## src/rtl/uart_rx_oversampler.sv

```systemverilog
// uart_rx_oversampler: 16x oversampled 8N1 receiver with mid-bit majority vote; define UART_RX_PARITY_EN for 8E1
module uart_rx_oversampler #(
  parameter int comm_clk_frequency = 200000000,
  parameter int baud_rate = 115200
) (
  input  logic       clk,
  input  logic       reset,
  input  logic       uart_rx,
  output logic       tx_new_byte,
  output logic [7:0] tx_byte,
  output logic       tx_frame_error,
  output logic       tx_parity_error
);
  localparam int OVS_DIV = comm_clk_frequency / (baud_rate * 16);
  localparam int DW = (OVS_DIV > 1) ? $clog2(OVS_DIV) : 1;
  if (OVS_DIV < 1) begin : g_ovs_check
    $error("uart_rx_oversampler: OVS_DIV must be at least 1");
  end
  typedef enum logic [2:0] {
    IDLE, START, DATA,
`ifdef UART_RX_PARITY_EN
    PARITY,
`endif
    STOP, BREAK
  } state_t;
`ifdef UART_RX_PARITY_EN
  localparam state_t AFTER_DATA = PARITY;
`else
  localparam state_t AFTER_DATA = STOP;
`endif
  state_t state_q, state_d;
  logic rx_s1_q, rx_s2_q, rx_prev_q;
  logic [1:0] hist_q, hist_d;
  logic [DW-1:0] div_q, div_d;
  logic [3:0] s_q, s_d, brk_q, brk_d;
  logic [2:0] bit_q, bit_d;
  logic [7:0] shift_q, shift_d, byte_q, byte_d;
  logic new_byte_q, new_byte_d, ferr_q, ferr_d;
  logic fall, tick, vote_tick, wrap, vote, par_ok;
`ifdef UART_RX_PARITY_EN
  logic par_q, par_d, perr_q, perr_d;
  assign par_ok = ~^{shift_q, par_q};
  assign tx_parity_error = perr_q;
`else
  assign par_ok = 1'b1;
  assign tx_parity_error = 1'b0;
`endif
  assign fall = rx_prev_q & ~rx_s2_q;
  assign tick = (state_q != IDLE) && (div_q == DW'(OVS_DIV - 1));
  assign vote_tick = tick && (s_q == 4'd9);
  assign wrap = tick && (s_q == 4'd15);
  // samples taken at s = 7 and 8 sit in the history; s = 9 is the live synchronized value
  assign vote = (hist_q[1] & hist_q[0]) | (hist_q[1] & rx_s2_q) | (hist_q[0] & rx_s2_q);
  assign tx_new_byte = new_byte_q;
  assign tx_byte = byte_q;
  assign tx_frame_error = ferr_q;
  always_ff @(posedge clk) begin
    if (reset) begin
      state_q <= IDLE;
      rx_s1_q <= 1'b1;
      rx_s2_q <= 1'b1;
      rx_prev_q <= 1'b1;
      hist_q <= 2'b11;
      div_q <= '0;
      s_q <= '0;
      brk_q <= '0;
      bit_q <= '0;
      shift_q <= '0;
      byte_q <= '0;
      new_byte_q <= 1'b0;
      ferr_q <= 1'b0;
`ifdef UART_RX_PARITY_EN
      par_q <= 1'b0;
      perr_q <= 1'b0;
`endif
    end else begin
      state_q <= state_d;
      rx_s1_q <= uart_rx;
      rx_s2_q <= rx_s1_q;
      rx_prev_q <= rx_s2_q;
      hist_q <= hist_d;
      div_q <= div_d;
      s_q <= s_d;
      brk_q <= brk_d;
      bit_q <= bit_d;
      shift_q <= shift_d;
      byte_q <= byte_d;
      new_byte_q <= new_byte_d;
      ferr_q <= ferr_d;
`ifdef UART_RX_PARITY_EN
      par_q <= par_d;
      perr_q <= perr_d;
`endif
    end
  end
  always_comb begin
    state_d = state_q;
    hist_d = tick ? {hist_q[0], rx_s2_q} : hist_q;
    div_d = (state_q == IDLE || tick) ? '0 : div_q + DW'(1);
    s_d = (state_q == IDLE) ? 4'd0 : tick ? s_q + 4'd1 : s_q;
    brk_d = brk_q;
    bit_d = bit_q;
    shift_d = shift_q;
`ifdef UART_RX_PARITY_EN
    par_d = par_q;
`endif
    case (state_q)
      IDLE: state_d = fall ? START : IDLE;
      START: begin
        if (vote_tick && vote) state_d = IDLE;
        else if (wrap) begin
          state_d = DATA;
          bit_d = 3'd0;
        end
      end
      DATA: begin
        shift_d = vote_tick ? {vote, shift_q[7:1]} : shift_q;
        if (wrap) begin
          bit_d = bit_q + 3'd1;
          state_d = (bit_q == 3'd7) ? AFTER_DATA : DATA;
        end
      end
`ifdef UART_RX_PARITY_EN
      PARITY: begin
        par_d = vote_tick ? vote : par_q;
        state_d = wrap ? STOP : PARITY;
      end
`endif
      STOP: begin
        brk_d = 4'd0;
        state_d = !vote_tick ? STOP : vote ? IDLE : BREAK;
      end
      BREAK: begin
        brk_d = !tick ? brk_q : rx_s2_q ? brk_q + 4'd1 : 4'd0;
        state_d = (tick && rx_s2_q && brk_q == 4'd15) ? IDLE : BREAK;
      end
      default: state_d = IDLE;
    endcase
  end
  always_comb begin
    new_byte_d = (state_q == STOP) && vote_tick && vote && par_ok;
    ferr_d = (state_q == STOP) && vote_tick && !vote;
`ifdef UART_RX_PARITY_EN
    perr_d = (state_q == STOP) && vote_tick && vote && !par_ok;
`endif
    byte_d = new_byte_d ? shift_q : byte_q;
  end
endmodule
```

## config.mk

```make
export PLATFORM = sky130hd
export DESIGN_NAME = uart_rx_oversampler
export DESIGN_NICKNAME = d
export VERILOG_FILES = /design/src/rtl/uart_rx_oversampler.sv
export SDC_FILE = /design/constraint.sdc
export NUM_CORES = 1
export LEC_CHECK = 0
export ABC_AREA = 1
export BUFFER_PORTS_ARGS = -buffer_cell sky130_fd_sc_hd__buf_2
export CAP_MARGIN = 15
export CORE_UTILIZATION = 50
export DETAILED_ROUTE_END_ITERATION = 7
export GPL_TIMING_DRIVEN = 0
export HOLD_SLACK_MARGIN = 0.05
export MAX_ROUTING_LAYER = met4
export PLACE_DENSITY = 0.67
export SLEW_MARGIN = 20
export SYNTH_ARGS = -nofsm -noshare
export SYNTH_HDL_FRONTEND = slang
export SYNTH_SLANG_ARGS = --single-unit
```

## constraint.sdc

```tcl
create_clock -name clk -period 3.15 [get_ports clk]
set_clock_uncertainty 0.1 [all_clocks]
set_input_delay 0.63 -clock clk [delete_from_list [all_inputs] [get_ports clk]]
set_output_delay 0.63 -clock clk [all_outputs]
set_load 0.1 [all_outputs]
```

==> metrics.md <==
| Metric | Value |
|---|---|
| Outcome | `finished clean` |
| Drt total wl | `3.380 mm` |
| DRT Pass-1 Iters | `4` |
| Syn-to-layout area delta | `10.78%` |
| Synth area leaders | `dfxtp_1, nand2_1, nor2_1` |
| Post-synth EDFFs | `0` |
| Post-Synthesis Cells | `243` |
| Fill cell count | `343` |
| Critical path arrival | `2040 ps` |
| RSZ-0062 raised after global routing | `false` |
| Biggest cell delay along the critical path | `370 ps` |
| Setup-failing EPs final | `0` |
| DRT antenna net count | `0` |
| Setup_tns | `0 ps` |
| Setup crit start kind | `flop` |
| Longest Clk Path Bufs | `2` |
| Core Region | `3416 um^2` |
| Vias in the first global route | `1,461` |
| Fmax | `533.2 MHz` |
| DR WL/cell | `10.94 um` |
| Cell Area, Synth | `1834 um^2` |
| CTS Buf Count | `5` |
| Final hold vios | `0` |
| Chip height | `62.57 um` |
| Final Max Slew Viols | `0` |
| Via count | `1,549` |
| Data required, critical path | `3320 ps` |
| R2R depth | `8` |
| Number of DRC markers in iteration 0 | `119` |
| Crit. End Element | `flop` |
| Pwr dens | `528.2 nW/um^2` |
| Sequential standard cell area | `880.8 um^2` |
| #FFs+latches synth | `44` |
| Buf/Inv on CP | `1` |
| Largest net degree at the start of global routing | `15` |
| CTS root buffer | `clkbuf_4` |
| Postcts setup bufs | `0` |
| Die width | `62.57 um` |
| Clock tree from TritonCTS | `built` |
| Hold Startpoint | `rx_s1_q$_SDFF_PP1_` |
| Initial antenna violation count | `0` |
| R2r startpoint | `div_q[0]$_SDFF_PP0_` |
| Multi-input gate area | `835.8 um^2` |
| Pre-CTS setup slack | `1178 ps` |
| Worst Setup EP | `tx_byte[7]$_SDFFE_PP0P_` |
| Layout cells sized above 1 | `11.79%` |
| Max cap viols | `0` |
| Yosys cell types | `26` |
| All-Layer GR Usage | `20.96%` |
| Global-route wire length before repair | `6.223 mm` |
| Clock Pin Slew Worst Setup and Hold Paths | `130 ps` |
| Num rows | `21` |
| DR vias/cell | `5.013` |
| Sequential fraction of the synthesis area | `48.02%` |
| Initial Utilization | `53.70%` |
| DP HPWL | `2.426 mm` |
| Full die area | `3915 um^2` |
| Clock Sinks | `44` |
| Diodes inserted | `0` |
| Final period util | `59.54%` |
| Lkg Pwr | `0.9061 nW` |
| H-tree Lvls | `2` |
| Worst Path Max Fanout | `9` |
| Worst hold path class | `reg2reg` |
| Tmin final | `1876 ps` |
| Leading area contributor after synthesis | `dfxtp_1` |
| Clk_lat worst skew | `360 ps` |
| FF-to-FF setup slack | `1270 ps` |
| Gr ovfl total | `0` |
| WP depth | `8` |
| Yosys top cell area share | `48.02%` |
| Fin nets | `271` |
| Main synth FF type | `dfxtp_1` |
| Critical Path, Cell by Cell | `ha_1 -> nand3_1 -> nor2_4 -> nand4_1 -> nor2_4 -> inv_2 -> nor2_1 -> nor2_1` |
| Syn Area/Cell | `7.548 um^2` |
| Final GP Congestion | `0.8756` |
| End of the worst register-to-register path | `tx_byte[7]$_SDFFE_PP0P_` |
| Post-synth ARST share | `0%` |
| Worst Path Class, Setup | `reg2reg` |
| Final setup margin | `1274 ps` |
| Post-detailed-route DRC marker count | `0` |
| Post-CTS Resized | `0` |
| Delay-heaviest family, CP | `simple AND/OR/NAND/NOR gates` |
| Synth Warn # | `0` |
| Syn_nets | `252` |
| Synth cell count leaders | `dfxtp_1, nand2_1, nor2_1` |
| Hold buffers post-CTS | `0` |
| Peak supply drop | `0.0002890 V` |
| Slowest CP cell | `dfxtp_1` |
| Ports | `14` |
| Buffers on Ports | `12` |
| Critical path startpoint | `div_q[0]$_SDFF_PP0_` |
[power breakdown]
part | leakage, nW | switching, W | internal [W]
clock network | 0.0412 | 0.000184 | 0.000165
logic | 0.510 | 0.000102 | 0.0000375
registers | 0.355 | 0.0000120 | 0.000573
total | 0.906 | 0.000297 | 0.000776
[area by class of cell]
class,instances,share of cell area (%)
clock inverter,3,2.094
buffer,5,1.170
timing repair buffer,12,2.956
sequential,44,43.35
clock buffer,5,1.847
inverter,25,4.618
tap,46,2.833
multi-input combinational,169,41.13
[registers in the layout, summed over array words and instances, names as in the netlist]
name	flops
state_q	3
rx_s2_q	1
tx_byte	8
tx_new_byte	1
bit_q	3
s_q	4
rx_s1_q	1
hist_q	2
rx_prev_q	1
div_q	7
shift_q	8
brk_q	4
tx_frame_error	1
[routing by layer]
| metal | routed length (um) | global-route usage [%] |
|---|---|---|
| met1 | 1720 | 26.83 |
| met2 | 1459 | 30.84 |
| met3 | 137 | 6.022 |
| met4 | 63 | 8.721 |
| met5 | 0 | - |
[how the worst min path moves through the flow]
stage | to | slack, ps | cells past startpoint
5_1_grt | rx_s1_q$_SDFF_PP1_ | 330 | 2
6_report | rx_s2_q$_SDFF_PP1_ | 330 | 1
3_3_place_gp | rx_s2_q$_SDFF_PP1_ | 310 | 1
4_1_cts | rx_s2_q$_SDFF_PP1_ | 330 | 1
3_5_place_dp | rx_s2_q$_SDFF_PP1_ | 310 | 1
2_1_floorplan | rx_s2_q$_SDFF_PP1_ | 290 | 1
[cells in the final DEF, fill, tap and decap left out, types with 3 or more instances in the layout]
cell	count
nor3_1	5
ha_1	6
inv_1	23
or2_2	3
o21ai_0	14
clkbuf_1	3
nand3_1	23
clkbuf_4	5
nand2_1	44
dfxtp_1	44
a21oi_1	25
buf_2	13
nor2_1	34
[cell families after synthesis]
kind of cell / after synthesis / share of synthesized area, %
AO/OA/AOI/OAI: 41 / 11.46
XOR/XNOR: 1 / 0.4776
buffers and inverters: 30 / 6.412
AND/OR/NAND/NOR: 120 / 29.33
other: 1 / 0.2044
flip-flops: 44 / 48.02
adder cells (fa/ha/maj): 6 / 4.093
[stage by stage]
stage | utilization [%] | cells | area [um^2] | total power (W) | hold slack, ps
4_1_cts | 59.49 | 309 | 2032 | 0.001085 | 333.0
6_report | 59.49 | 309 | 2032 | 0.001073 | 328.4
3_5_place_dp | 57.14 | 301 | 1952 | 0.0007372 | 311.8
5_1_grt | 59.49 | 309 | 2032 | 0.001133 | 328.1
2_1_floorplan | - | 243 | 1834 | 0.0007060 | 289.5
3_3_place_gp | 57.14 | 301 | 1952 | 0.0007353 | 311.9
(Power assumes the default switching activity.)
